**config.mk**
```make
export PLATFORM = sky130hd
export DESIGN_NAME = dco_arbiter
export DESIGN_NICKNAME = d
export VERILOG_FILES = /design/src/rtl/dco_arbiter.sv
export SDC_FILE = /design/constraint.sdc
export NUM_CORES = 1
export LEC_CHECK = 0
export ABC_CLOCK_PERIOD_IN_PS = 2300
export BUFFER_PORTS_ARGS = -buffer_cell sky130_fd_sc_hd__buf_2
export CAP_MARGIN = 20
export CELL_PAD_IN_SITES_DETAIL_PLACEMENT = 0
export CELL_PAD_IN_SITES_GLOBAL_PLACEMENT = 1
export CORE_ASPECT_RATIO = 0.75
export CORE_UTILIZATION = 33
export DETAILED_ROUTE_END_ITERATION = 7
export PLACE_DENSITY_LB_ADDON = 0.1
export REMOVE_ABC_BUFFERS = 1
export SKIP_CTS_REPAIR_TIMING = 1
export SLEW_MARGIN = 20
export SYNTH_ARGS = -nofsm -noshare
export SYNTH_HDL_FRONTEND = slang
export SYNTH_SLANG_ARGS = --single-unit
```
**constraint.sdc**
```tcl
create_clock -name clk -period 2.3 [get_ports clk]
set_clock_uncertainty 0.1 [all_clocks]
set_input_delay 0.46 -clock clk [delete_from_list [all_inputs] [get_ports clk]]
set_output_delay 0.46 -clock clk [all_outputs]
set_load 0.1 [all_outputs]
```
**src/rtl/dco_arbiter.sv**
```systemverilog
// Round-robin arbiter that lends one DCO to NREQ requesters for a counted burst of oscillator periods.
// Optional watchdog abort of stalled bursts is built when DCO_WATCHDOG_EN is defined.
module dco_arbiter #(
    parameter int W    = 8,
    parameter int NREQ = 4,
    parameter int BW   = 8
) (
    input  logic               clk,
    input  logic               resetn,
    input  logic [NREQ-1:0]    req,
    input  logic [NREQ*W-1:0]  cfgMax,
    input  logic [NREQ*W-1:0]  cfgDuty,
    input  logic [NREQ*BW-1:0] cfgBurst,
    input  logic               osc,
    output logic [NREQ-1:0]    gnt,
    output logic [NREQ-1:0]    done,
    output logic [W-1:0]       maxVal,
    output logic [W-1:0]       duty,
    output logic               dcoReset,
    output logic               busy,
    output logic               err
);

    localparam int PW = (NREQ > 1) ? $clog2(NREQ) : 1;
    localparam logic [NREQ-1:0] ONE_HOT0 = {{(NREQ-1){1'b0}}, 1'b1};
    localparam logic [PW-1:0]   RR_RESET = PW'(NREQ - 1);

    typedef enum logic [1:0] {
        IDLE = 2'd0,
        LOAD = 2'd1,
        RUN  = 2'd2,
        DONE = 2'd3
    } state_t;

    state_t          state_q;
    logic [PW-1:0]   win_q;
    logic [PW-1:0]   rr_ptr_q;
    logic [NREQ-1:0] gnt_q;
    logic [NREQ-1:0] done_q;
    logic [W-1:0]    max_val_q;
    logic [W-1:0]    duty_q;
    logic            dco_reset_q;
    logic            busy_q;
    logic [BW-1:0]   remain_q;
    logic            osc_d_q;

    logic [PW-1:0]   win_idx_s;
    logic [PW-1:0]   cand_s;
    logic            rise_s;

`ifdef DCO_WATCHDOG_EN
    localparam logic [W:0] WD_MAX = {(W+1){1'b1}};
    logic [W:0] wdog_q;
    logic       err_q;
    assign err = err_q;
`else
    assign err = 1'b0;
`endif

    assign gnt      = gnt_q;
    assign done     = done_q;
    assign maxVal   = max_val_q;
    assign duty     = duty_q;
    assign dcoReset = dco_reset_q;
    assign busy     = busy_q;
    assign rise_s   = osc & ~osc_d_q;

    // Round-robin pick: walk downward so the nearest requester after rr_ptr_q is assigned last and wins.
    always_comb begin
        win_idx_s = {PW{1'b0}};
        cand_s    = {PW{1'b0}};
        for (int k = NREQ; k >= 1; k--) begin
            cand_s    = PW'((int'(rr_ptr_q) + k) % NREQ);
            win_idx_s = req[cand_s] ? cand_s : win_idx_s;
        end
    end

    // Arbitration FSM; every output is a register updated together with the state.
    always_ff @(posedge clk) begin
        if (!resetn) begin
            state_q     <= IDLE;
            win_q       <= {PW{1'b0}};
            rr_ptr_q    <= RR_RESET;
            gnt_q       <= {NREQ{1'b0}};
            done_q      <= {NREQ{1'b0}};
            max_val_q   <= {W{1'b0}};
            duty_q      <= {W{1'b0}};
            dco_reset_q <= 1'b1;
            busy_q      <= 1'b0;
            remain_q    <= {BW{1'b0}};
            osc_d_q     <= 1'b0;
`ifdef DCO_WATCHDOG_EN
            wdog_q      <= {(W+1){1'b0}};
            err_q       <= 1'b0;
`endif
        end else begin
            case (state_q)
                IDLE: begin
                    done_q      <= {NREQ{1'b0}};
                    dco_reset_q <= 1'b1;
`ifdef DCO_WATCHDOG_EN
                    err_q       <= 1'b0;
`endif
                    if (|req) begin
                        state_q   <= LOAD;
                        win_q     <= win_idx_s;
                        rr_ptr_q  <= win_idx_s;
                        gnt_q     <= ONE_HOT0 << win_idx_s;
                        busy_q    <= 1'b1;
                        max_val_q <= cfgMax[win_idx_s*W +: W];
                        duty_q    <= cfgDuty[win_idx_s*W +: W];
                        remain_q  <= cfgBurst[win_idx_s*BW +: BW];
                    end else begin
                        gnt_q  <= {NREQ{1'b0}};
                        busy_q <= 1'b0;
                    end
                end
                LOAD: begin
                    osc_d_q <= 1'b0;
`ifdef DCO_WATCHDOG_EN
                    wdog_q  <= {(W+1){1'b0}};
`endif
                    if (!req[win_q]) begin
                        state_q     <= IDLE;
                        gnt_q       <= {NREQ{1'b0}};
                        busy_q      <= 1'b0;
                        dco_reset_q <= 1'b1;
                    end else if (remain_q == {BW{1'b0}}) begin
                        state_q     <= DONE;
                        done_q      <= ONE_HOT0 << win_q;
                        gnt_q       <= {NREQ{1'b0}};
                        busy_q      <= 1'b0;
                        dco_reset_q <= 1'b1;
                    end else begin
                        state_q     <= RUN;
                        dco_reset_q <= 1'b0;
                    end
                end
                RUN: begin
                    osc_d_q <= osc;
                    // A dropped request wins over a coincident rise: the burst is abandoned.
                    if (!req[win_q]) begin
                        state_q     <= IDLE;
                        gnt_q       <= {NREQ{1'b0}};
                        busy_q      <= 1'b0;
                        dco_reset_q <= 1'b1;
                    end else if (rise_s) begin
                        remain_q <= remain_q - BW'(1);
`ifdef DCO_WATCHDOG_EN
                        wdog_q   <= {(W+1){1'b0}};
`endif
                        if (remain_q == BW'(1)) begin
                            state_q     <= DONE;
                            done_q      <= ONE_HOT0 << win_q;
                            gnt_q       <= {NREQ{1'b0}};
                            busy_q      <= 1'b0;
                            dco_reset_q <= 1'b1;
                        end else begin
                            state_q <= RUN;
                        end
                    end
`ifdef DCO_WATCHDOG_EN
                    else if (wdog_q == WD_MAX) begin
                        state_q     <= IDLE;
                        err_q       <= 1'b1;
                        gnt_q       <= {NREQ{1'b0}};
                        busy_q      <= 1'b0;
                        dco_reset_q <= 1'b1;
                    end else begin
                        wdog_q <= wdog_q + {{W{1'b0}}, 1'b1};
                    end
`else
                    else begin
                        state_q <= RUN;
                    end
`endif
                end
                DONE: begin
                    state_q <= IDLE;
                    done_q  <= {NREQ{1'b0}};
                end
                default: begin
                    state_q     <= IDLE;
                    gnt_q       <= {NREQ{1'b0}};
                    done_q      <= {NREQ{1'b0}};
                    busy_q      <= 1'b0;
                    dco_reset_q <= 1'b1;
                end
            endcase
        end
    end

endmodule

```
**Word level (Yosys, flattened, before mapping)**

Cells that the tools add are included.

- Flip-flop bits (word level): 41
- Bits in latches: 0
- Memory bits (writable): 0
- Memory bits (read-only): 0
- Input port bits: 103
- Output and inout port bits: 27
- Logic and storage cells: 105
- Memories: 0

- Add/subtract/negate cells: 5
- $mul: 0
- Div/mod/pow operators: 0
- $lt $le $gt $ge: 5
- Equal/unequal tests: 13
- Shift-type cells: 5
- Mux-type cells: 52
- Bitwise operators: 2
- Reductions and logical operators: 12

Operator list:

| cell | number |
|---|---|
| $shiftx 32x6->8 | 3 |
| $mux 4 | 11 |
| $mux 8 | 3 |
| $pmux 4 s3 | 2 |
| $mux 1 | 18 |
| $mux 2 | 8 |
| $pmux 8 s2 | 1 |
| $lt 2x3->1 const B | 5 |
| $ne 2x2->1 const B | 6 |
| $bmux 1 s2 | 5 |
| $ne 3x3->1 const B | 3 |
| $eq 8x1->1 const B | 1 |
| $logic_not 8->1 | 1 |
| $pmux 2 s4 | 1 |
| $reduce_and 4->1 | 2 |
| $shl 1x2->4 const A | 2 |
| $sub 8x1->8 const B | 1 |
| $pmux 1 s3 | 2 |
| $reduce_and 5->1 | 1 |
| $add 2x1->2 const B | 2 |
| $add 2x2->2 const B | 2 |
| $eq 2x2->1 const B | 2 |
| $reduce_bool 2->1 | 2 |
| $reduce_or 4->1 | 1 |
| 9 further kinds | 9 |

**Longest topological paths before layout**

Gate-level depths: netlist (run 1).

- Depth in word-level cells: 10
- Depth in mapped cells: 8
- Gate-level depth less buffers: 7

**Worst setup path after synthesis (run 1)**

OpenSTA, ideal clock, no wires.

- Kind: input to register
- From: input port req[0]
- To: register remain_q[3]
- Setup time: 117 ps
- Arrival time: 1,894 ps
- Required time: 2,083 ps
- Setup slack: 189 ps
- Stages: 8
- Buffers on the path: 2
- Cell sequence: buf_2 -> nand2b_1 -> a21oi_1 -> nor3_4 -> buf_6 -> mux2i_1 -> o21ai_0 -> a32o_1

- Word-level cells in the longest chain between the ends: 9
- Elaborated cells on any way between the ends: 21
- Those cells by class: eq/ne (2); shift (1); mux (16); reduce/logical (2)

Ends and longest elaborated chain:

| element | RTL line | RTL |
|---|---|---|
| start: declaration | 10 | `input logic [NREQ-1:0] req,` |
| $bmux 1 s2 | 74 | `win_idx_s = req[cand_s] ? cand_s : win_idx_s;` |
| $mux 1 (implied by the code) | 74 |  |
| $mux 2 (4 in a row) | 74 |  |
| $shiftx 32x6->8 | 112 | `remain_q <= cfgBurst[win_idx_s*BW +: BW];` |
| $mux 8 | 104 | `if (\|req) begin` |
| $pmux 8 s2 | 97 | `case (state_q)` |
| end signal: assignment | 90 | `remain_q <= {BW{1'b0}};` |
| end signal: assignment | 112 |  |
| end signal: assignment | 148 | `remain_q <= remain_q - BW'(1);` |
| end: declaration | 44 | `logic [BW-1:0] remain_q;` |

Parallel ways exist; a longest one is shown, timed or not. The select of a mux whose other input is x is not followed.
A chain may end at the register's enable or synchronous reset.

**Final worst setup path (run 1)**

- From: register win_q[1]
- To: register remain_q[3]

- Word-level cells in the longest chain between the ends: 4

Ends and longest elaborated chain:

| element | RTL line | RTL |
|---|---|---|
| start: declaration | 36 | `logic [PW-1:0] win_q;` |
| start signal: assignment | 82 | `win_q <= {PW{1'b0}};` |
| start signal: assignment | 106 | `win_q <= win_idx_s;` |
| $bmux 1 s2 | 142 | `if (!req[win_q]) begin` |
| $mux 1 (implied by the code) | 142 |  |
| $ne 2x2->1 (no line) | n/a |  |
| $reduce_and 4->1 (no line) | n/a |  |

No other way between the ends. The select of a mux whose other input is x is not followed.

==> report_table.html, run 1 <==
<table>
<tr><th>Metric</th><th>Value</th></tr>
<tr><th colspan="2">Outcome</th></tr>
<tr><td>Run status</td><td>complete, no violations</td></tr>
<tr><th colspan="2">Synth</th></tr>
<tr><td>Share of the synthesized area in the top cell type</td><td>30.8%</td></tr>
<tr><td>Distinct cell type count of the synthesized netlist</td><td>52</td></tr>
<tr><td>Yosys reg bits</td><td>41</td></tr>
<tr><td>Cells after synthesis</td><td>317</td></tr>
<tr><td>Library cell with the largest summed area after synthesis</td><td>sky130_fd_sc_hd__dfxtp_1</td></tr>
<tr><td>Sequential area share after synthesis</td><td>30.8%</td></tr>
<tr><td>Cell types with the largest area share after synthesis</td><td>sky130_fd_sc_hd__dfxtp_1 (31%), sky130_fd_sc_hd__o21ai_0 (7.5%), sky130_fd_sc_hd__mux2i_1 (6.0%), sky130_fd_sc_hd__mux2_2 (5.9%), sky130_fd_sc_hd__nand2_1 (5.8%)</td></tr>
<tr><td>Ys Warns</td><td>0</td></tr>
<tr><td>Mapped cell area</td><td>0.00267 sq mm</td></tr>
<tr><td>Synthesized area divided by synthesized cell count</td><td>about 8.4 sq um</td></tr>
<tr><th colspan="2">Power</th></tr>
<tr><td>Maximum vdd drop</td><td>around 0.24 mV</td></tr>
<tr><td>Pwr Density</td><td>752 mW/mm^2</td></tr>
<tr><td>Power, Total</td><td>0.00263 W</td></tr>
<tr><td>Static Leakage</td><td>roughly 1.6 nW</td></tr>
<tr><th colspan="2">Critical path</th></tr>
<tr><td>Crit path arrival time</td><td>2.22 ns</td></tr>
<tr><td>Category of the worst setup path launch point</td><td>flip-flop</td></tr>
<tr><td>Critical Path Sink Type</td><td>flip-flop</td></tr>
<tr><td>Worst path required time</td><td>2.43 ns</td></tr>
<tr><td>Crit path max fanout</td><td>10</td></tr>
<tr><td>Critical path type</td><td>flip-flop to flip-flop</td></tr>
<tr><th colspan="2">Layout</th></tr>
<tr><td>Final core utilization</td><td>46.2%</td></tr>
<tr><td>Area added between synthesis and finish</td><td>31.2%</td></tr>
<tr><td>Fraction of layout instances using a drive strength above 1</td><td>38.9%</td></tr>
<tr><td>Area of the multi-input gates</td><td>0.00170 sq mm</td></tr>
<tr><td>Number of nets in the layout</td><td>548</td></tr>
<tr><td>Flip-flop and latch area</td><td>around 800 sq um</td></tr>
<tr><td>Number of inserted diodes</td><td>0</td></tr>
<tr><td>Commonest cells after routing, fill and taps aside</td><td>sky130_fd_sc_hd__buf_2 (128), sky130_fd_sc_hd__nand2_1 (41), sky130_fd_sc_hd__dfxtp_1 (41)</td></tr>
<tr><td>Fin cells</td><td>541</td></tr>
<tr><td>Most common library cell in the layout ignoring fill and taps</td><td>sky130_fd_sc_hd__buf_2</td></tr>
<tr><td>Number of fillers in the final layout</td><td>789</td></tr>
<tr><th colspan="2">Timing</th></tr>
<tr><td>Slew Limit Fails</td><td>0</td></tr>
<tr><td>RSZ-0062 raised after global routing</td><td>false</td></tr>
<tr><td>Hold slack</td><td>0.353 ns</td></tr>
<tr><td>Remaining max-slew budget at the tightest pin</td><td>65.9%</td></tr>
<tr><td>Post-layout min period</td><td>2.10 ns</td></tr>
<tr><td>Fmax</td><td>0.477 GHz</td></tr>
<tr><td>Fin crit share</td><td>slightly above 90%</td></tr>
<tr><td>Final hold viol count</td><td>0</td></tr>
<tr><td>Transition at the pin with the smallest max-transition slack</td><td>0.510 ns</td></tr>
<tr><td>Final setup vio count</td><td>0</td></tr>
<tr><th colspan="2">Routing</th></tr>
<tr><td>Wire length reported by the detailed router</td><td>8070 microns</td></tr>
<tr><td>Post-route DRC violation count</td><td>0</td></tr>
<tr><td>Post-DR wirelength/cell</td><td>14.9 microns</td></tr>
<tr><td>Count of TritonRoute iterations in the first routing pass</td><td>4</td></tr>
<tr><td>Via count normalized by instance count</td><td>around 5.2</td></tr>
<tr><td>Number of DRC markers after the initial detailed-route iteration</td><td>approximately 140</td></tr>
<tr><td>Number of nets with antenna violations after detailed routing</td><td>0</td></tr>
<tr><td>Number of vias in the routed layout</td><td>2,821</td></tr>
<tr><th colspan="2">Flow run</th></tr>
<tr><td>Count of maximum capacitance violations</td><td>0</td></tr>
<tr><th colspan="2">Global route</th></tr>
<tr><td>Combined global-route utilization of all metal layers</td><td>19.9%</td></tr>
<tr><td>Antenna violations before repair</td><td>0</td></tr>
<tr><td>Global route total overflow</td><td>0</td></tr>
<tr><td>Global-route wire length before repair</td><td>13,500 microns</td></tr>
<tr><td>Number of global-route vias before repair</td><td>2,815</td></tr>
<tr><td>Maximum number of pins on one net before global-route repair</td><td>44</td></tr>
<tr><th colspan="2">Die</th></tr>
<tr><td>Initial Util</td><td>35.3%</td></tr>
<tr><td>I/O pin count</td><td>between 100 and 150</td></tr>
<tr><td>Die height</td><td>79.9 microns</td></tr>
<tr><td>Die Area</td><td>0.00845 sq mm</td></tr>
<tr><td>DIE WIDTH</td><td>106 microns</td></tr>
<tr><td>Floorplan row count</td><td>27</td></tr>
<tr><td>Placeable core region</td><td>~0.0076 sq mm</td></tr>
<tr><th colspan="2">Place</th></tr>
<tr><td>Number of placed instances, taps included</td><td>533</td></tr>
<tr><td># port buffers</td><td>128</td></tr>
<tr><td>Placer's final routability congestion estimate</td><td>0.776</td></tr>
<tr><td>Post-DP HPWL</td><td>6190 microns</td></tr>
<tr><th colspan="2">Clock network</th></tr>
<tr><td>Count of H-tree levels built during CTS</td><td>2</td></tr>
<tr><td>Worst skew pair latency</td><td>0.28 ns</td></tr>
<tr><td>Maximum count of clock buffers along a single path</td><td>2</td></tr>
<tr><td>Clock slew seen by the registers of the worst setup and hold paths</td><td>~0.080 ns</td></tr>
<tr><td>Number of buffers added by the clock tree synthesis step</td><td>5</td></tr>
<tr><td>CTS tree</td><td>done</td></tr>
<tr><td>Root Buffer</td><td>sky130_fd_sc_hd__clkbuf_8</td></tr>
<tr><td>Clock sinks</td><td>41</td></tr>
<tr><th colspan="2">Worst hold path</th></tr>
<tr><td>Type of the worst min-delay path</td><td>flip-flop to flip-flop</td></tr>
</table>
==> state kept, by name, indices dropped and copies added (netlist names) <==
| register | count |
|---|---|
| remain_q | 8 |
| gnt | 4 |
| osc_d_q | 1 |
| done | 4 |
| dcoReset | 1 |
| rr_ptr_q | 2 |
| maxVal | 8 |
| duty | 8 |
| busy | 1 |
| state_q | 2 |
| win_q | 2 |
==> worst max-delay path, stage by stage (launching register included) <==
cell	delay, ns
sky130_fd_sc_hd__dfxtp_1	0.51
sky130_fd_sc_hd__mux4_2	0.61
sky130_fd_sc_hd__nand2_1	0.30
sky130_fd_sc_hd__nand2_1	0.09
sky130_fd_sc_hd__a21boi_1	0.13
sky130_fd_sc_hd__buf_4	0.17
sky130_fd_sc_hd__a32o_1	0.12
==> worst paths after layout <==
kind,from,endpoint,slack (ns),cells past startpoint
worst max-delay path,win_q[1],remain_q[3],0.20,6
worst min-delay path,done[0],done[0],0.35,2
worst max register to register,win_q[1],remain_q[3],0.20,6
worst min register to register,done[0],done[0],0.35,2
==> metrics by stage <==
| stage | worst slack, ns | setup TNS, ns | cell area (sq um) |
|---|---|---|---|
| 2_1_floorplan | -0.360 | -3.34 | 2540 |
| 3_3_place_gp | 0.166 | 0 | 3410 |
| 3_5_place_dp | 0.119 | 0 | 3410 |
| 4_1_cts | 0.200 | 0 | 3490 |
| 5_1_grt | 0.0553 | 0 | 3500 |
| 6_report | 0.204 | 0 | 3500 |
==> synthesized netlist by cell type, drive strengths merged <==
master  instances
xnor2           5
nand2          41
a22oi          16
nor4b           1
a21boi          3
dfxtp          41
mux2i          16
conb            1
ha              6
nand3           5
o221a           1
o211ai          2
o221ai          2
xor2            1
a21o            1
nor3            6
a41o            1
nor2            3
nor3b           2
a32o            7
and2            4
nand4           5
clkbuf         11
o22ai           3
o21a            1
nor2b           4
or2             1
a221oi          6
nand2b          6
o21ai          41
nor4bb          1
or4             1
a31oi          19
mux4            1
a21oi           9
a31o            1
nor4            1
inv             8
buf            14
o21bai          1
mux2           16
o211a           1
and2b           1
==> routing by layer <==
layer | GRT usage [%] | wire (microns) | up-vias
met3 | 4.41 | 478 | 6
met2 | 33.2 | 3480 | 97
li1 | - | - | 1428
met1 | 26.2 | 4040 | 1290
met5 | 0 | 0 | -
met4 | 4.31 | 66 | 0
==> cell families (layout without fill, tap and decap cells) <==
group                      count (synthesis)  in the layout  synth area share, %
AOI/OAI and AO/OA                        115            115                 28.5
and+or+nand+nor                           82             82                 16.3
DFF                                       41             41                 30.8
muxes                                     33             33                 13.6
buffers and inverters                     33            156                 5.91
adders and majority gates                  6              6                 2.81
xor gates and xnor gates                   6              6                 1.97
other                                      1              1                0.141
==> report_power, final <==
| group | switching [W] | internal [W] | leakage (nW) | total (W) |
|---|---|---|---|---|
| clock | 0.000237 | 0.000216 | 0.0395 | 0.000453 |
| combinational | 0.000872 | 0.000422 | 1.18 | 0.00129 |
| sequential | 0.0000801 | 0.000804 | 0.338 | 0.000884 |
| total | 0.00119 | 0.00144 | 1.56 | 0.00263 |
==> cell type report <==
class / instances / area share [%]
Tap cell: 101 / 3.61
Clock buffer: 8 / 2.29
Timing Repair Buffer: 140 / 21.2
Multi-Input combinational cell: 243 / 48.6
Inverter: 8 / 0.858
Sequential cell: 41 / 23.5
No activity file was read; power rests on OpenSTA's default activity.
==> run 2: changes to the inputs <==
CELL_PAD_IN_SITES_DETAIL_PLACEMENT = 1   (was 0)
RECOVER_POWER = 50   (was default)
==> run 2 against run 1 <==
Effect of this change: via count rose by 1.6%; sequential share of layout area down 0.092 points; power increased by 5.1%; clock power grew 27%; first-iteration DRC count down 19%; sequential power is 0.6% higher; non-clock buffer count stayed put; count of clock-buffer cells in the layout decreased by 3; combinational power hardly changed; critical path depth unchanged; maximum frequency grew 0.46%; critical endpoint is now done[1].
==> report_table.html, run 2 (synthesis results as in run 1) <==
<table>
<tr><th>Metric</th><th>Value</th></tr>
<tr><th colspan="2">Global route</th></tr>
<tr><td>Antenna violations before repair</td><td>0 (unchanged)</td></tr>
<tr><td>Combined global-route utilization of all metal layers</td><td>22.1% (+2.2 points)</td></tr>
<tr><td>Number of global-route vias before repair</td><td>2,928 (+4.0%)</td></tr>
<tr><td>Global route total overflow</td><td>0 (unchanged)</td></tr>
<tr><td>Global-route wire length before repair</td><td>14,800 microns (+9.6%)</td></tr>
<tr><td>Maximum number of pins on one net before global-route repair</td><td>44 (unchanged)</td></tr>
<tr><th colspan="2">Die</th></tr>
<tr><td>Floorplan row count</td><td>27 (unchanged)</td></tr>
<tr><td>DIE WIDTH</td><td>106 microns (unchanged)</td></tr>
<tr><td>I/O pin count</td><td>130 (unchanged)</td></tr>
<tr><td>Placeable core region</td><td>0.00757 sq mm (unchanged)</td></tr>
<tr><td>Initial Util</td><td>35.3% (unchanged)</td></tr>
<tr><td>Die height</td><td>79.9 microns (unchanged)</td></tr>
<tr><td>Die Area</td><td>0.00845 sq mm (unchanged)</td></tr>
<tr><th colspan="2">Worst hold path</th></tr>
<tr><td>Worst-case hold path end point</td><td>done[3]</td></tr>
<tr><td>Type of the worst min-delay path</td><td>flip-flop to flip-flop</td></tr>
<tr><td>Hold path depth</td><td>2 (unchanged)</td></tr>
<tr><td>Origin of the worst min-delay path</td><td>done[3]</td></tr>
<tr><th colspan="2">Flow run</th></tr>
<tr><td>Count of maximum capacitance violations</td><td>0 (unchanged)</td></tr>
<tr><th colspan="2">Layout</th></tr>
<tr><td>Fraction of layout instances using a drive strength above 1</td><td>38.7% (-0.14 points)</td></tr>
<tr><td>Most common library cell in the layout ignoring fill and taps</td><td>sky130_fd_sc_hd__buf_2</td></tr>
<tr><td>Number of nets in the layout</td><td>548 (unchanged)</td></tr>
<tr><td>Fin cells</td><td>540 (-0.18%)</td></tr>
<tr><td>Number of fillers in the final layout</td><td>960 (+22%)</td></tr>
<tr><td>Commonest cells after routing, fill and taps aside</td><td>sky130_fd_sc_hd__buf_2 (102), sky130_fd_sc_hd__nand2_1 (41), sky130_fd_sc_hd__dfxtp_1 (41)</td></tr>
<tr><td>Area added between synthesis and finish</td><td>31.7%</td></tr>
<tr><td>Number of inserted diodes</td><td>0 (unchanged)</td></tr>
<tr><th colspan="2">Timing</th></tr>
<tr><td>Fmax</td><td>0.479 GHz (+0.46%)</td></tr>
<tr><td>Post-layout min period</td><td>2.09 ns (-0.00959 ns)</td></tr>
<tr><td>Final hold viol count</td><td>0 (unchanged)</td></tr>
<tr><td>Slew Limit Fails</td><td>0 (unchanged)</td></tr>
<tr><td>Fin crit share</td><td>90.7% (-0.42 points)</td></tr>
<tr><td>Final setup slack of the worst path</td><td>0.214 ns (+0.00959 ns)</td></tr>
<tr><td>Setup TNS Final</td><td>0 ns (unchanged)</td></tr>
<tr><td>RSZ-0062 raised after global routing</td><td>false</td></tr>
<tr><td>Final setup vio count</td><td>0 (unchanged)</td></tr>
<tr><td>Transition at the pin with the smallest max-transition slack</td><td>1.17 ns (+0.655 ns)</td></tr>
<tr><td>Remaining max-slew budget at the tightest pin</td><td>22.7% (-43 points)</td></tr>
<tr><th colspan="2">Clock network</th></tr>
<tr><td>Clock sinks</td><td>41 (unchanged)</td></tr>
<tr><td>Maximum count of clock buffers along a single path</td><td>2 (unchanged)</td></tr>
<tr><td>Count of H-tree levels built during CTS</td><td>2 (unchanged)</td></tr>
<tr><td>Worst skew pair latency</td><td>0.30 ns (+0.02 ns)</td></tr>
<tr><td>Number of buffers added by the clock tree synthesis step</td><td>5 (unchanged)</td></tr>
<tr><td>Root Buffer</td><td>sky130_fd_sc_hd__clkbuf_8</td></tr>
<tr><td>Clock slew seen by the registers of the worst setup and hold paths</td><td>0.08 ns (about the same)</td></tr>
<tr><td>CTS tree</td><td>done</td></tr>
<tr><th colspan="2">Outcome</th></tr>
<tr><td>Run status</td><td>complete, no violations</td></tr>
<tr><th colspan="2">Critical path</th></tr>
<tr><td>Worst reg-to-reg setup slack</td><td>0.21 ns (about the same)</td></tr>
<tr><td>Delay of the slowest critical-path stage</td><td>0.59 ns (-0.02 ns)</td></tr>
<tr><td>Worst path required time</td><td>2.43 ns (about the same)</td></tr>
<tr><td>Critical Path Sink Type</td><td>flip-flop</td></tr>
<tr><td>Start point of the critical path</td><td>remain_q[2]</td></tr>
<tr><td>Total buffers and inverters traversed by the critical path</td><td>0 (-1)</td></tr>
<tr><td>Crit path arrival time</td><td>2.22 ns (about the same)</td></tr>
<tr><td>Slowest stage cell, crit path</td><td>sky130_fd_sc_hd__or4_4</td></tr>
<tr><td>Reg2reg path depth</td><td>6 (unchanged)</td></tr>
<tr><td>Top delay family on crit path</td><td>simple AND/OR/NAND/NOR gates</td></tr>
<tr><td>Worst r2r dst</td><td>done[1]</td></tr>
<tr><td>Crit path max fanout</td><td>7 (-3)</td></tr>
<tr><td>Startpoint of the lowest-slack register-to-register path</td><td>remain_q[2]</td></tr>
<tr><td>Critical path cell sequence</td><td>or4_4 -&gt; nor4b_4 -&gt; a31oi_1 -&gt; a21oi_4 -&gt; nand4_1 -&gt; o21ai_0</td></tr>
<tr><td>Critical path type</td><td>flip-flop to flip-flop</td></tr>
<tr><td>Category of the worst setup path launch point</td><td>flip-flop</td></tr>
<tr><th colspan="2">Power</th></tr>
<tr><td>Maximum vdd drop</td><td>0.257 mV (+9.2%)</td></tr>
<tr><td>Static Leakage</td><td>1.55 nW (-0.74%)</td></tr>
<tr><td>Pwr Density</td><td>788 mW/mm^2 (+4.7%)</td></tr>
<tr><th colspan="2">Routing</th></tr>
<tr><td>Number of vias in the routed layout</td><td>2,865 (+1.6%)</td></tr>
<tr><td>Post-DR wirelength/cell</td><td>16.4 microns (+9.9%)</td></tr>
<tr><td>Via count normalized by instance count</td><td>5.31 (+1.7%)</td></tr>
<tr><td>Count of TritonRoute iterations in the first routing pass</td><td>4 (unchanged)</td></tr>
<tr><td>Number of nets with antenna violations after detailed routing</td><td>0 (unchanged)</td></tr>
<tr><td>Post-route DRC violation count</td><td>0 (unchanged)</td></tr>
<tr><td>Number of DRC markers after the initial detailed-route iteration</td><td>110 (-19%)</td></tr>
<tr><td>Wire length reported by the detailed router</td><td>8850 microns (+9.7%)</td></tr>
<tr><th colspan="2">Place</th></tr>
<tr><td>Post-DP HPWL</td><td>6780 microns (+9.6%)</td></tr>
<tr><td># port buffers</td><td>128 (unchanged)</td></tr>
<tr><td>Placer's final routability congestion estimate</td><td>0.776 (unchanged)</td></tr>
<tr><td>Number of placed instances, taps included</td><td>533 (unchanged)</td></tr>
<tr><td>Post-Place Worst Slack</td><td>0.113 ns (-0.00551 ns)</td></tr>
</table>
run 2: changes by cell type in the layout (fill, tap and decap cells not counted), sizes merged:
cell / delta
buf: -26
bufinv: +1
clkbuf: +23
clkinv: +1
run 2: how the worst max path moves through the flow:
stage	endpoint	slack, ns	depth (start not counted)
after floorplan	remain_q[6]	-0.36	6
after global placement	remain_q[1]	0.17	8
after detailed placement	remain_q[1]	0.11	8
after CTS	gnt[2]	0.15	6
after global routing	win_q[1]	0.04	7
final	done[1]	0.21	6
run 2: cell type report:
| type | instances | area [sq um] | share of cell area, % |
|---|---|---|---|
| inverter | 8 | 30.0 | 0.855 |
| tap | 101 | 126 | 3.60 |
| clock buffer | 5 | 68.8 | 1.96 |
| sequential | 41 | 821 | 23.4 |
| timing repair buffer | 140 | 738 | 21.0 |
| multi-input combinational | 243 | 1690 | 48.2 |
| clock inverter | 2 | 35.0 | 0.997 |
run 2: through the flow:
step | hold slack, ns | total power (W) | utilization, % | cell area (sq um)
after floorplan | 0.350 | 0.00184 | - | 2540
after detailed placement | 0.349 | 0.00222 | 45.1 | 3410
after global placement | 0.343 | 0.00219 | 45.1 | 3410
after CTS | 0.361 | 0.00280 | 46.5 | 3520
final | 0.363 | 0.00277 | 46.4 | 3510
after global routing | 0.377 | 0.00293 | 46.4 | 3510
run 2: worst register-to-register path: stages, from the launching register on:
cell and delay, ns:
sky130_fd_sc_hd__dfxtp_1 0.36, sky130_fd_sc_hd__or4_4 0.59, sky130_fd_sc_hd__nor4b_4 0.35, sky130_fd_sc_hd__a31oi_1 0.19, sky130_fd_sc_hd__a21oi_4 0.23, sky130_fd_sc_hd__nand4_1 0.12, sky130_fd_sc_hd__o21ai_0 0.10
run 2: power by group:
part	internal (W)	switching (W)	total, W
Combinational	0.000417	0.000885	0.00130
Sequential	0.000804	0.0000849	0.000889
Clock	0.000316	0.000260	0.000576
run 2: per-layer routing:
| metal | wire length, microns | global-route usage (%) | vias up |
|---|---|---|---|
| li1 | - | - | 1428 |
| met3 | 382 | 4.08 | 9 |
| met2 | 4050 | 37.9 | 82 |
| met5 | 0 | 0 | - |
| met1 | 4310 | 28.5 | 1346 |
| met4 | 102 | 5.56 | 0 |
==> run 3: changes to the inputs <==
ABC_CLOCK_PERIOD_IN_PS = 2250   (was 2300)
clock period = 2.25 ns   (was 2.3 ns; I/O delays follow)
==> run 3 against run 2 <==
Effect of this change: register-to-register slack worse by 0.07 ns; global-route usage down 0.24 points; maximum frequency down 0.90%; combinational power up 3%; core utilization up 0.26 points; clock power down 6.8%; largest power group unchanged.
==> report_table.html, run 3 (synthesis results as in run 1) <==
<table>
<tr><th>Metric</th><th>Value</th></tr>
<tr><th colspan="2">Outcome</th></tr>
<tr><td>Run status</td><td>complete, no violations</td></tr>
<tr><th colspan="2">Clock network</th></tr>
<tr><td>Number of buffers added by the clock tree synthesis step</td><td>5 (unchanged)</td></tr>
<tr><td>Clock sinks</td><td>41 (unchanged)</td></tr>
<tr><td>Count of H-tree levels built during CTS</td><td>2 (unchanged)</td></tr>
<tr><td>Root Buffer</td><td>sky130_fd_sc_hd__clkbuf_8</td></tr>
<tr><td>Worst skew pair latency</td><td>0.29 ns (about the same)</td></tr>
<tr><td>Clock slew seen by the registers of the worst setup and hold paths</td><td>0.08 ns (about the same)</td></tr>
<tr><td>Maximum count of clock buffers along a single path</td><td>2 (unchanged)</td></tr>
<tr><td>CTS tree</td><td>done</td></tr>
<tr><th colspan="2">Critical path</th></tr>
<tr><td>Number of gates on the worst path with buffers counted</td><td>6 (unchanged)</td></tr>
<tr><td>Top delay family on crit path</td><td>simple AND/OR/NAND/NOR gates</td></tr>
<tr><td>Critical path type</td><td>flip-flop to flip-flop</td></tr>
<tr><td>Crit path max fanout</td><td>6 (-1)</td></tr>
<tr><td>Worst r2r dst</td><td>gnt[1]</td></tr>
<tr><td>Worst reg-to-reg setup slack</td><td>0.14 ns (-0.07 ns)</td></tr>
<tr><td>Worst path required time</td><td>2.32 ns (-0.11 ns)</td></tr>
<tr><td>Start point of the critical path</td><td>remain_q[2]</td></tr>
<tr><td>Total buffers and inverters traversed by the critical path</td><td>0 (unchanged)</td></tr>
<tr><td>Startpoint of the lowest-slack register-to-register path</td><td>remain_q[2]</td></tr>
<tr><td>Category of the worst setup path launch point</td><td>flip-flop</td></tr>
<tr><td>Reg2reg path depth</td><td>6 (unchanged)</td></tr>
<tr><td>Critical Path Sink Type</td><td>flip-flop</td></tr>
<tr><td>Critical path cell sequence</td><td>or4_4 -&gt; nor3_1 -&gt; a31oi_1 -&gt; o21ai_1 -&gt; nand2b_1 -&gt; mux2i_1</td></tr>
<tr><td>Delay of the slowest critical-path stage</td><td>0.59 ns (about the same)</td></tr>
<tr><td>Worst setup path endpoint</td><td>gnt[1]</td></tr>
<tr><td>Crit path arrival time</td><td>2.18 ns (-0.04 ns)</td></tr>
<tr><td>Slowest stage cell, crit path</td><td>sky130_fd_sc_hd__or4_4</td></tr>
<tr><th colspan="2">Power</th></tr>
<tr><td>Switching fraction of total power</td><td>44.9% (+0.46 points)</td></tr>
<tr><td>Power, Total</td><td>0.00279 W (+0.78%)</td></tr>
<tr><td>Reg power frac</td><td>32.5% (+0.4 points)</td></tr>
<tr><td>Clock power share</td><td>19.2% (-1.6 points)</td></tr>
<tr><td>Switching power total</td><td>0.00125 W (+1.8%)</td></tr>
<tr><td>Int Pwr</td><td>0.00154 W (about the same)</td></tr>
<tr><td>Maximum vdd drop</td><td>0.332 mV (+29%)</td></tr>
<tr><td>Comb pwr share</td><td>48.2% (+1.2 points)</td></tr>
<tr><td>Pwr Density</td><td>789 mW/mm^2 (+0.21%)</td></tr>
<tr><td>Static Leakage</td><td>1.57 nW (+1.2%)</td></tr>
<tr><th colspan="2">Routing</th></tr>
<tr><td>Via count normalized by instance count</td><td>5.39 (+1.6%)</td></tr>
<tr><td>Count of TritonRoute iterations in the first routing pass</td><td>4 (unchanged)</td></tr>
<tr><td>Post-DR wirelength/cell</td><td>16.4 microns (+0.14%)</td></tr>
<tr><td>Wire length reported by the detailed router</td><td>8900 microns (+0.51%)</td></tr>
<tr><td>Post-route DRC violation count</td><td>0 (unchanged)</td></tr>
<tr><td>Number of vias in the routed layout</td><td>2,922 (+2.0%)</td></tr>
<tr><td>Number of DRC markers after the initial detailed-route iteration</td><td>84 (-24%)</td></tr>
<tr><td>Number of nets with antenna violations after detailed routing</td><td>0 (unchanged)</td></tr>
<tr><th colspan="2">Flow run</th></tr>
<tr><td>Count of maximum capacitance violations</td><td>0 (unchanged)</td></tr>
<tr><th colspan="2">Layout</th></tr>
<tr><td>Commonest cells after routing, fill and taps aside</td><td>sky130_fd_sc_hd__buf_2 (102), sky130_fd_sc_hd__nand2_1 (41), sky130_fd_sc_hd__dfxtp_1 (41)</td></tr>
<tr><td>Number of inserted diodes</td><td>0 (unchanged)</td></tr>
<tr><td>Number of nets in the layout</td><td>549 (+0.18%)</td></tr>
<tr><td>Area of the multi-input gates</td><td>0.00169 sq mm (-0.15%)</td></tr>
<tr><td>Number of fillers in the final layout</td><td>958 (-0.21%)</td></tr>
<tr><td>Fraction of layout instances using a drive strength above 1</td><td>39.2% (+0.50 points)</td></tr>
<tr><td>Area added between synthesis and finish</td><td>32.5%</td></tr>
<tr><td>Flip-flop and latch area</td><td>821 sq um (unchanged)</td></tr>
<tr><td>Final core utilization</td><td>46.7% (+0.26 points)</td></tr>
<tr><td>Most common library cell in the layout ignoring fill and taps</td><td>sky130_fd_sc_hd__buf_2</td></tr>
<tr><th colspan="2">Global route</th></tr>
<tr><td>Number of global-route vias before repair</td><td>2,987 (+2.0%)</td></tr>
<tr><td>Maximum number of pins on one net before global-route repair</td><td>44 (unchanged)</td></tr>
<tr><td>Antenna violations before repair</td><td>0 (unchanged)</td></tr>
<tr><td>Global route total overflow</td><td>0 (unchanged)</td></tr>
<tr><td>Global-route wire length before repair</td><td>14,600 microns (-1.4%)</td></tr>
<tr><td>Combined global-route utilization of all metal layers</td><td>21.8% (-0.24 points)</td></tr>
<tr><th colspan="2">Timing</th></tr>
<tr><td>Post-layout min period</td><td>2.11 ns (+0.0189 ns)</td></tr>
<tr><td>Slew Limit Fails</td><td>0 (unchanged)</td></tr>
<tr><td>Final setup slack of the worst path</td><td>0.145 ns (-0.0689 ns)</td></tr>
<tr><td>Transition at the pin with the smallest max-transition slack</td><td>0.565 ns (-0.600 ns)</td></tr>
<tr><td>Fmax</td><td>0.475 GHz (-0.90%)</td></tr>
<tr><td>Final setup vio count</td><td>0 (unchanged)</td></tr>
<tr><td>Fin crit share</td><td>93.6% (+2.9 points)</td></tr>
<tr><td>Final hold viol count</td><td>0 (unchanged)</td></tr>
<tr><td>Remaining max-slew budget at the tightest pin</td><td>62.5% (+40 points)</td></tr>
<tr><td>RSZ-0062 raised after global routing</td><td>false</td></tr>
<tr><td>Setup TNS Final</td><td>0 ns (unchanged)</td></tr>
<tr><th colspan="2">Place</th></tr>
<tr><td># port buffers</td><td>128 (unchanged)</td></tr>
<tr><td>Post-Place Worst Slack</td><td>0.0592 ns (-0.0539 ns)</td></tr>
<tr><td>Post-DP HPWL</td><td>6940 microns (+2.4%)</td></tr>
<tr><td>Placer's final routability congestion estimate</td><td>0.783 (+0.85%)</td></tr>
<tr><th colspan="2">Worst hold path</th></tr>
<tr><td>Type of the worst min-delay path</td><td>flip-flop to flip-flop</td></tr>
<tr><th colspan="2">Die</th></tr>
<tr><td>Die Area</td><td>0.00845 sq mm (unchanged)</td></tr>
<tr><td>Initial Util</td><td>35.3% (unchanged)</td></tr>
<tr><td>DIE WIDTH</td><td>106 microns (unchanged)</td></tr>
<tr><td>Placeable core region</td><td>0.00757 sq mm (unchanged)</td></tr>
<tr><td>I/O pin count</td><td>130 (unchanged)</td></tr>
<tr><td>Floorplan row count</td><td>27 (unchanged)</td></tr>
<tr><td>Die height</td><td>79.9 microns (unchanged)</td></tr>
</table>
run 3: worst min path at each step:
stage / end / depth (start not counted) / slack [ns] / start
floorplan: osc_d_q / 2 / 0.35 / osc_d_q
global placement: done[1] / 2 / 0.35 / done[1]
detailed placement: gnt[2] / 2 / 0.35 / gnt[2]
CTS: maxVal[2] / 3 / 0.36 / cfgMax[2]
global route: maxVal[5] / 3 / 0.37 / cfgMax[5]
finish: gnt[0] / 2 / 0.36 / gnt[0]
run 3: stage by stage:
stage | cell area, sq um | hold slack, ns | instances
global placement | 3430 | 0.346 | 534
CTS | 3540 | 0.360 | 542
global route | 3530 | 0.375 | 542
finish | 3530 | 0.362 | 542
detailed placement | 3430 | 0.352 | 534
floorplan | 2540 | 0.350 | 292
run 3: worst reg2reg max path, stage by stage (launching register included):
cell and delay (ns):
sky130_fd_sc_hd__dfxtp_1 0.36, sky130_fd_sc_hd__or4_4 0.59, sky130_fd_sc_hd__nor3_1 0.23, sky130_fd_sc_hd__a31oi_1 0.16, sky130_fd_sc_hd__o21ai_1 0.16, sky130_fd_sc_hd__nand2b_1 0.21, sky130_fd_sc_hd__mux2i_1 0.18
run 3: layer usage:
metal	up-vias	part of all wire (%)	wire length, microns	global-route usage, %
li1	1430	-	-	-
met4	0	1.1	102	5.00
met5	-	0	0	0
met1	1386	46	4110	27.0
met3	8	5.7	510	4.49
met2	98	47	4180	39.0
run 3: power groups by stage:
stage	logic (W)	registers (W)	clock network, W
after detailed placement	0.00135	0.000923	0
after CTS	0.00136	0.000906	0.000560
final	0.00134	0.000907	0.000537
after floorplan	0.000547	0.00134	0
after global placement	0.00133	0.000916	0
after global routing	0.00144	0.000923	0.000587
run 3: cell type report:
class | instances | share of cell area [%]
repair buffers | 141 | 21.6
clock inverters | 1 | 0.142
clock buffers | 7 | 2.73
multi-input cells | 243 | 47.9
flip-flops and latches | 41 | 23.2
inverters | 8 | 0.850
well taps | 101 | 3.58
